===== config.mk =====
export PLATFORM = sky130hd
export DESIGN_NAME = pipeline_ctrl_unit
export DESIGN_NICKNAME = d
export VERILOG_FILES = /design/src/rtl/pipeline_ctrl_pkg.sv /design/src/rtl/pipeline_ctrl_unit_hazard_detect.sv /design/src/rtl/pipeline_ctrl_unit.sv
export SDC_FILE = /design/constraint.sdc
export NUM_CORES = 1
export LEC_CHECK = 0
export CAP_MARGIN = 10
export CORE_ASPECT_RATIO = 0.8
export CORE_MARGIN = 2
export CORE_UTILIZATION = 38
export CTS_CLUSTER_SIZE = 20
export DETAILED_ROUTE_END_ITERATION = 8
export HOLD_SLACK_MARGIN = 0.15
export MAX_ROUTING_LAYER = met4
export PLACE_DENSITY_LB_ADDON = 0.25
export SYNTH_ARGS = -nofsm -noshare
export SYNTH_HDL_FRONTEND = slang
export SYNTH_SLANG_ARGS = --single-unit
export TNS_END_PERCENT = 100

===== constraint.sdc =====
create_clock -name CLK -period 4.9 [get_ports CLK]
set_input_delay 0.735 -clock CLK [delete_from_list [all_inputs] [get_ports CLK]]
set_output_delay 0.735 -clock CLK [all_outputs]
set_load 0.02 [all_outputs]

===== src/rtl/pipeline_ctrl_pkg.sv =====
// pipeline_ctrl_pkg
// Shared types and constants for the pipeline control unit.
//   state_t          trap sequencer states
//   PCSEL_*          encodings of the PC-source select
//   memwb_ctrl_t     MEM/WB control word layout
//   MEMWB_TRAP_CTRL  control word the MEM/WB register loads on a trap bubble
package pipeline_ctrl_pkg;

    typedef enum logic [1:0] {
        ST_RUN      = 2'd0,
        ST_IRQ_WAIT = 2'd1,
        ST_EXC_MARK = 2'd2,
        ST_HANDLER  = 2'd3
    } state_t;

    localparam logic [1:0] PCSEL_SEQ = 2'b00;  // PC + 4
    localparam logic [1:0] PCSEL_BR  = 2'b01;  // branch target
    localparam logic [1:0] PCSEL_JMP = 2'b10;  // jump target
    localparam logic [1:0] PCSEL_VEC = 2'b11;  // trap vector

    typedef struct packed {
        logic reg_write;
        logic mem_to_reg;
        logic save_pc;
    } memwb_ctrl_t;

    // Trap bubble: writes no register, but captures the incoming PC as EPC.
    localparam memwb_ctrl_t MEMWB_TRAP_CTRL = '{reg_write: 1'b0, mem_to_reg: 1'b0, save_pc: 1'b1};

endpackage


===== src/rtl/pipeline_ctrl_unit_hazard_detect.sv =====
// hazard_detect
// Combinational load-use hazard compare between ID/EX and IF/ID.
//   idex_memread  ID/EX instruction is a load
//   idex_rt       load destination register
//   ifid_rs/rt    source specifiers of the instruction in IF/ID
//   ifid_uses_rt  IF/ID instruction actually reads rt
//   load_use      1 = IF/ID must wait one cycle for the load result
module hazard_detect
#(
    parameter int REG_W = 5
)
(
    input  logic             idex_memread,
    input  logic [REG_W-1:0] idex_rt,
    input  logic [REG_W-1:0] ifid_rs,
    input  logic [REG_W-1:0] ifid_rt,
    input  logic             ifid_uses_rt,
    output logic             load_use
);

    // Register 0 is hard-wired zero, so a load into it never creates a dependency.
    assign load_use = idex_memread
                    & (idex_rt != '0)
                    & ((idex_rt == ifid_rs) | (ifid_uses_rt & (idex_rt == ifid_rt)));

endmodule


===== src/rtl/pipeline_ctrl_unit.sv =====
// pipeline_ctrl_unit
// Stall/flush/trap sequencer for the 5-stage pipeline.
// Inputs : CLK, reset (sync, active-high), mem_ready, load-use operands,
//          id_jump, id_eret, ex_branch_taken, ex_exc, exmem_valid, irq, irq_en.
// Outputs: pc_write, pc_sel, IFID_write, IFID/IDEX/EXMEM_flush, hold_back,
//          MEMWB_X (trap bubble into MEM/WB), irq_ack (registered pulse),
//          in_handler (registered), dbg_state_o / dbg_wait_cnt_o (FSM state).
// Per-cycle priority: mem stall > trap entry > ex_exc > branch > load-use > jump.
// The pipeline has no valid/ready handshake here: mem_ready=0 simply freezes
// everything, including this FSM.
module pipeline_ctrl_unit
    import pipeline_ctrl_pkg::*;
#(
    parameter int REG_W    = 5,
    parameter int WAIT_MAX = 8
)
(
    input  logic                        CLK,
    input  logic                        reset,
    input  logic                        mem_ready,
    input  logic                        idex_memread,
    input  logic [REG_W-1:0]            idex_rt,
    input  logic [REG_W-1:0]            ifid_rs,
    input  logic [REG_W-1:0]            ifid_rt,
    input  logic                        ifid_uses_rt,
    input  logic                        id_jump,
    input  logic                        id_eret,
    input  logic                        ex_branch_taken,
    input  logic                        ex_exc,
    input  logic                        exmem_valid,
    input  logic                        irq,
    input  logic                        irq_en,
    output logic                        pc_write,
    output logic [1:0]                  pc_sel,
    output logic                        IFID_write,
    output logic                        IFID_flush,
    output logic                        IDEX_flush,
    output logic                        EXMEM_flush,
    output logic                        hold_back,
    output logic                        MEMWB_X,
    output logic                        irq_ack,
    output logic                        in_handler,
    output state_t                      dbg_state_o,
    output logic [$clog2(WAIT_MAX)-1:0] dbg_wait_cnt_o
);

    localparam int                CNT_W    = $clog2(WAIT_MAX);
    localparam logic [CNT_W-1:0]  CNT_LAST = CNT_W'(WAIT_MAX - 1);

    state_t             state_q;
    logic [CNT_W-1:0]   wait_cnt_q;
    logic               irq_ack_q;
    logic               in_handler_q;

    logic               load_use;
    logic               irq_req;
    logic               cnt_last;
    logic               trap_entry;

    hazard_detect #(.REG_W(REG_W)) u_hazard (
        .idex_memread (idex_memread),
        .idex_rt      (idex_rt),
        .ifid_rs      (ifid_rs),
        .ifid_rt      (ifid_rt),
        .ifid_uses_rt (ifid_uses_rt),
        .load_use     (load_use)
    );

    assign irq_req  = irq & irq_en;
    assign cnt_last = (wait_cnt_q == CNT_LAST);

    // An interrupt waits for a real instruction in EX/MEM so the saved PC is
    // meaningful, but gives up waiting after WAIT_MAX cycles. It also yields
    // to an exception or taken branch in EX, which own the redirect that cycle.
    assign trap_entry = mem_ready &
                        ((state_q == ST_EXC_MARK) |
                         ((state_q == ST_IRQ_WAIT) & irq_req & ~ex_exc & ~ex_branch_taken &
                          (exmem_valid | cnt_last)));

    // Priority mux for the pipeline-register controls.
    always_comb begin
        pc_write    = 1'b1;
        pc_sel      = PCSEL_SEQ;
        IFID_write  = 1'b1;
        IFID_flush  = 1'b0;
        IDEX_flush  = 1'b0;
        EXMEM_flush = 1'b0;
        hold_back   = 1'b0;
        MEMWB_X     = 1'b0;
        if (reset) begin
            pc_write   = 1'b0;
            IFID_write = 1'b0;
        end else if (!mem_ready) begin
            pc_write   = 1'b0;
            IFID_write = 1'b0;
            hold_back  = 1'b1;
        end else if (trap_entry) begin
            MEMWB_X     = 1'b1;
            IFID_flush  = 1'b1;
            IDEX_flush  = 1'b1;
            EXMEM_flush = 1'b1;
            pc_sel      = PCSEL_VEC;
        end else if (ex_exc) begin
            // The faulting PC travels on in the EX/MEM bubble; entry happens next cycle.
            IFID_flush  = 1'b1;
            IDEX_flush  = 1'b1;
            EXMEM_flush = 1'b1;
            pc_write    = 1'b0;
        end else if (ex_branch_taken) begin
            pc_sel     = PCSEL_BR;
            IFID_flush = 1'b1;
            IDEX_flush = 1'b1;
        end else if (load_use) begin
            pc_write   = 1'b0;
            IFID_write = 1'b0;
            IDEX_flush = 1'b1;
        end else if (id_jump) begin
            pc_sel     = PCSEL_JMP;
            IFID_flush = 1'b1;
        end
    end

    // Trap FSM. Frozen while memory is busy, except that irq_ack always
    // drops after one cycle.
    always_ff @(posedge CLK) begin
        if (reset) begin
            state_q      <= ST_RUN;
            wait_cnt_q   <= '0;
            irq_ack_q    <= 1'b0;
            in_handler_q <= 1'b0;
        end else begin
            irq_ack_q <= 1'b0;
            if (mem_ready) begin
                if (trap_entry) begin
                    state_q      <= ST_HANDLER;
                    in_handler_q <= 1'b1;
                    irq_ack_q    <= (state_q == ST_IRQ_WAIT);
                end else if (ex_exc) begin
                    state_q      <= ST_EXC_MARK;
                    in_handler_q <= 1'b0;
                end else begin
                    case (state_q)
                        ST_RUN: begin
                            if (irq_req) begin
                                state_q    <= ST_IRQ_WAIT;
                                wait_cnt_q <= '0;
                            end
                        end
                        ST_IRQ_WAIT: begin
                            if (!irq_req) begin
                                state_q <= ST_RUN;
                            end else if (!cnt_last) begin
                                wait_cnt_q <= wait_cnt_q + 1'b1;
                            end
                        end
                        ST_HANDLER: begin
                            if (id_eret) begin
                                state_q      <= ST_RUN;
                                in_handler_q <= 1'b0;
                            end
                        end
                        ST_EXC_MARK: begin
                            // Always leaves through trap_entry when memory is ready.
                        end
                        default: begin
                            state_q <= ST_RUN;
                        end
                    endcase
                end
            end
        end
    end

    assign irq_ack        = irq_ack_q;
    assign in_handler     = in_handler_q;
    assign dbg_state_o    = state_q;
    assign dbg_wait_cnt_o = wait_cnt_q;

endmodule


==> results.toml <==
[synth]
synthAdderAreaFrac = 0.0374
synth.avg_cell_area_sq_um = 7.28
syn_inst = 92
syn_nets = 121
yosys.area.top_type = "dfxtp_1"
ys_seq_area_frac = 0.209
yosys.area.top_type_share = 0.209
synth_compound_area_frac = 0.262
synthXorXnorAreaFrac = 0.131
syn_area_sq_um = 669
synth-simple-area-share = 0.303
synth_area_leaders = "dfxtp_1 21%, xnor2_1 13%, o21ai_0 7.5%, a21oi_1 6.7%, nor2_1 5.6%"
synth_seq_cells = 7
synth.distinct_cells = 29
yosys_warnings = 0
synth_top_family_by_area = "simple AND/OR/NAND/NOR gates"
synthMuxAreaShare = 0

[die]
start_util = 0.407
die_w_um = 50.9
io_pins = 43
core_area_sq_um = 1640
die_y_um = 41.5
rows = 13
die-area_sq_um = 2120

[setup_path]
crit_buf_inv = 2
r2r-start = "dbg_wait_cnt_o[0]$_SDFFE_PP0P_"
slowest_delay_ns = 0.62
cp_num_cells = 6
path_max_fanout = 4
rrSetupSlack_ns = 3.14
worst_path_max_delay_cell = "clkdlybuf4s50_1"
cp.arrival_ns = 3.05
reg2reg_to = "dbg_state_o[1]$_SDFFE_PP0P_"
cp_data_required_time_ns = 4.16
cp-end-kind = "output port"
worstSetupPathType = "input port to output port"
cp_top_family = "buffers and inverters"
ff2ff_path_depth = 6
worstSetupStartpointType = "input port"
cp_cell_sequence = "clkdlybuf4s50_1, or4_1, o21ai_0, nor2_1, a21oi_1, clkdlybuf4s50_1"
critical_path.most_common_cell = "clkdlybuf4s50_1"

[timing]
fmax_ghz = 0.265
setup-violations-final = 0
skew_ns = 0.00135
tightest_slew_ns = 0.591
layout_min_cycle_time_ns = 3.78
whs_ns = 0.501
slew_headroom = 0.602
fin_setup_tns_ns = 0
drv_slew = 0
hold_viol_final = 0
period_share = 0.771
rsz0062_at_grt = "no"
layout_setup_ws_ns = 1.12

[drt]
drt.antenna.violating_nets = 0
wire_per_inst_um = 12.4
firstDrtPassIters = 4
drtIter0Drc = 14
drc = 0
drt_wl_total_mm = 1.94
via_per_inst = 5.19
vias = 810

[layout]
num_antenna_cells = 0
fill_cells = 154
drive_above_1_share = 0.0448
syn_to_final_growth_pct = 67.3
nets = 164

[clock_tree]
clk_pin_slew_ns = 0.05
h-tree-depth = 1
postCtsHoldBufs = 0
cts_buffers = 3
root_buffer = "clkbuf_4"
clock-sinks = 7
postCtsSetupBuffers = 0
cts-resized-gates = 0
cts_tree = "done"
clock_latency_ns = 0.25
clk_path_buf_depth = 2

[place]
dp_slack_ns = 1.13
dp_hpwl_mm = 1.59
gp_congestion = 0.883
io_buffers = 42

[outcome]
status = "completed"

[worst_hold_path]
whs_endpoint = "dbg_wait_cnt_o[1]$_SDFFE_PP0P_"
min-delay-start = "dbg_wait_cnt_o[1]$_SDFFE_PP0P_"
min_path_type = "register to register"
whs_path_depth = 2

[power_and_ir_drop]
cellLeakagePower_nw = 0.396
ir_drop_mv = 0.173
power.density_nw_per_um2 = 171

[job]
cap_viol_max_count = 0

[global_routing]
overflow = 0
antenna_found_initial = 0
grt_use_total = 0.206
grt_pass1_wl_mm = 3.28
grt_max_degree = 14
grt_pass1_vias = 720
## metrics by stage
step	power (mW)	instance area, sq um	cells	util
2_1_floorplan	0.101	669	92	-
3_3_place_gp	0.139	1090	152	0.666
3_5_place_dp	0.140	1090	152	0.666
4_1_cts	0.194	1120	156	0.682
5_1_grt	0.205	1120	156	0.682
6_report	0.191	1120	156	0.682
## how the worst max path moves through the flow
stage               slack, ns        from          to
detailed placement       1.13  idex_rt[0]  IFID_write
global placement         1.22  idex_rt[2]  IFID_flush
finish                   1.12  idex_rt[0]  IFID_write
floorplan                2.16  idex_rt[0]  IFID_flush
global route             1.02  idex_rt[0]  IFID_flush
CTS                      1.12  idex_rt[0]  IFID_write
## per-layer routing
layer,track usage,share of wire,vias up
met5,-,0,-
met1,0.290,0.52,373
met2,0.291,0.43,20
met3,0.0683,0.043,0
met4,0.0324,0,0
li1,-,-,417
## cell usage after synthesis
cell type,count
nor2_1,10
o21ai_0,10
xnor2_1,10
a21oi_1,9
dfxtp_1,7
nand2_1,6
nand2b_1,5
inv_1,4
nand4_1,4
nand3_1,3
clkbuf_1,2
ha_1,2
nor3_1,2
o211ai_1,2
or4_1,2
a221oi_1,1
a22o_1,1
a32oi_1,1
buf_2,1
buf_6,1
nand2b_4,1
nand3b_1,1
nor2b_1,1
nor3b_1,1
o21a_1,1
o22ai_1,1
o311ai_1,1
o41ai_2,1
or3_4,1
## power by group
part | leakage [nW] | internal, mW | switching, mW
Sequential | 0.0569 | 0.0589 | 0.00315
Combinational | 0.324 | 0.0426 | 0.0344
Clock | 0.0150 | 0.0310 | 0.0208
Total | 0.396 | 0.133 | 0.0584
## state kept, by name, summed over array words and instances (netlist names)
signal,flops
in_handler,1
irq_ack,1
dbg_wait_cnt_o,3
dbg_state_o,2
## worst min-delay path, stage by stage, from the launching register on
cell	delay [ns]
dfxtp_1	0.32
o21ai_0	0.07
a21oi_1	0.06
## kinds of logic after synthesis
kind of cell / Yosys count
simple gates: 37
compound gates: 28
xor+xnor: 10
buf+inv: 8
flops: 7
fa+ha+maj: 2
## cell usage in the layout (no fill, tap or decap), drive strengths merged, types with 3 or more instances in the layout
| cell type | instances |
|---|---|
| nand2b | 6 |
| o21ai | 10 |
| nand4 | 4 |
| dfxtp | 7 |
| nand2 | 6 |
| clkdlybuf4s50 | 42 |
| xnor2 | 10 |
| nor2 | 10 |
| inv | 4 |
| nand3 | 3 |
| clkbuf | 4 |
| a21oi | 9 |
## cell type report
cell class                      instances  area [sq um]  area share
Clock buffer                            4          26.3      0.0235
Multi-Input combinational cell         77           490       0.438
Inverter                                4          15.0      0.0134
Sequential cell                         7           140       0.125
Tap cell                               22          27.5      0.0246
Timing Repair Buffer                   42           420       0.375
Power figures use the tool's default switching activity.
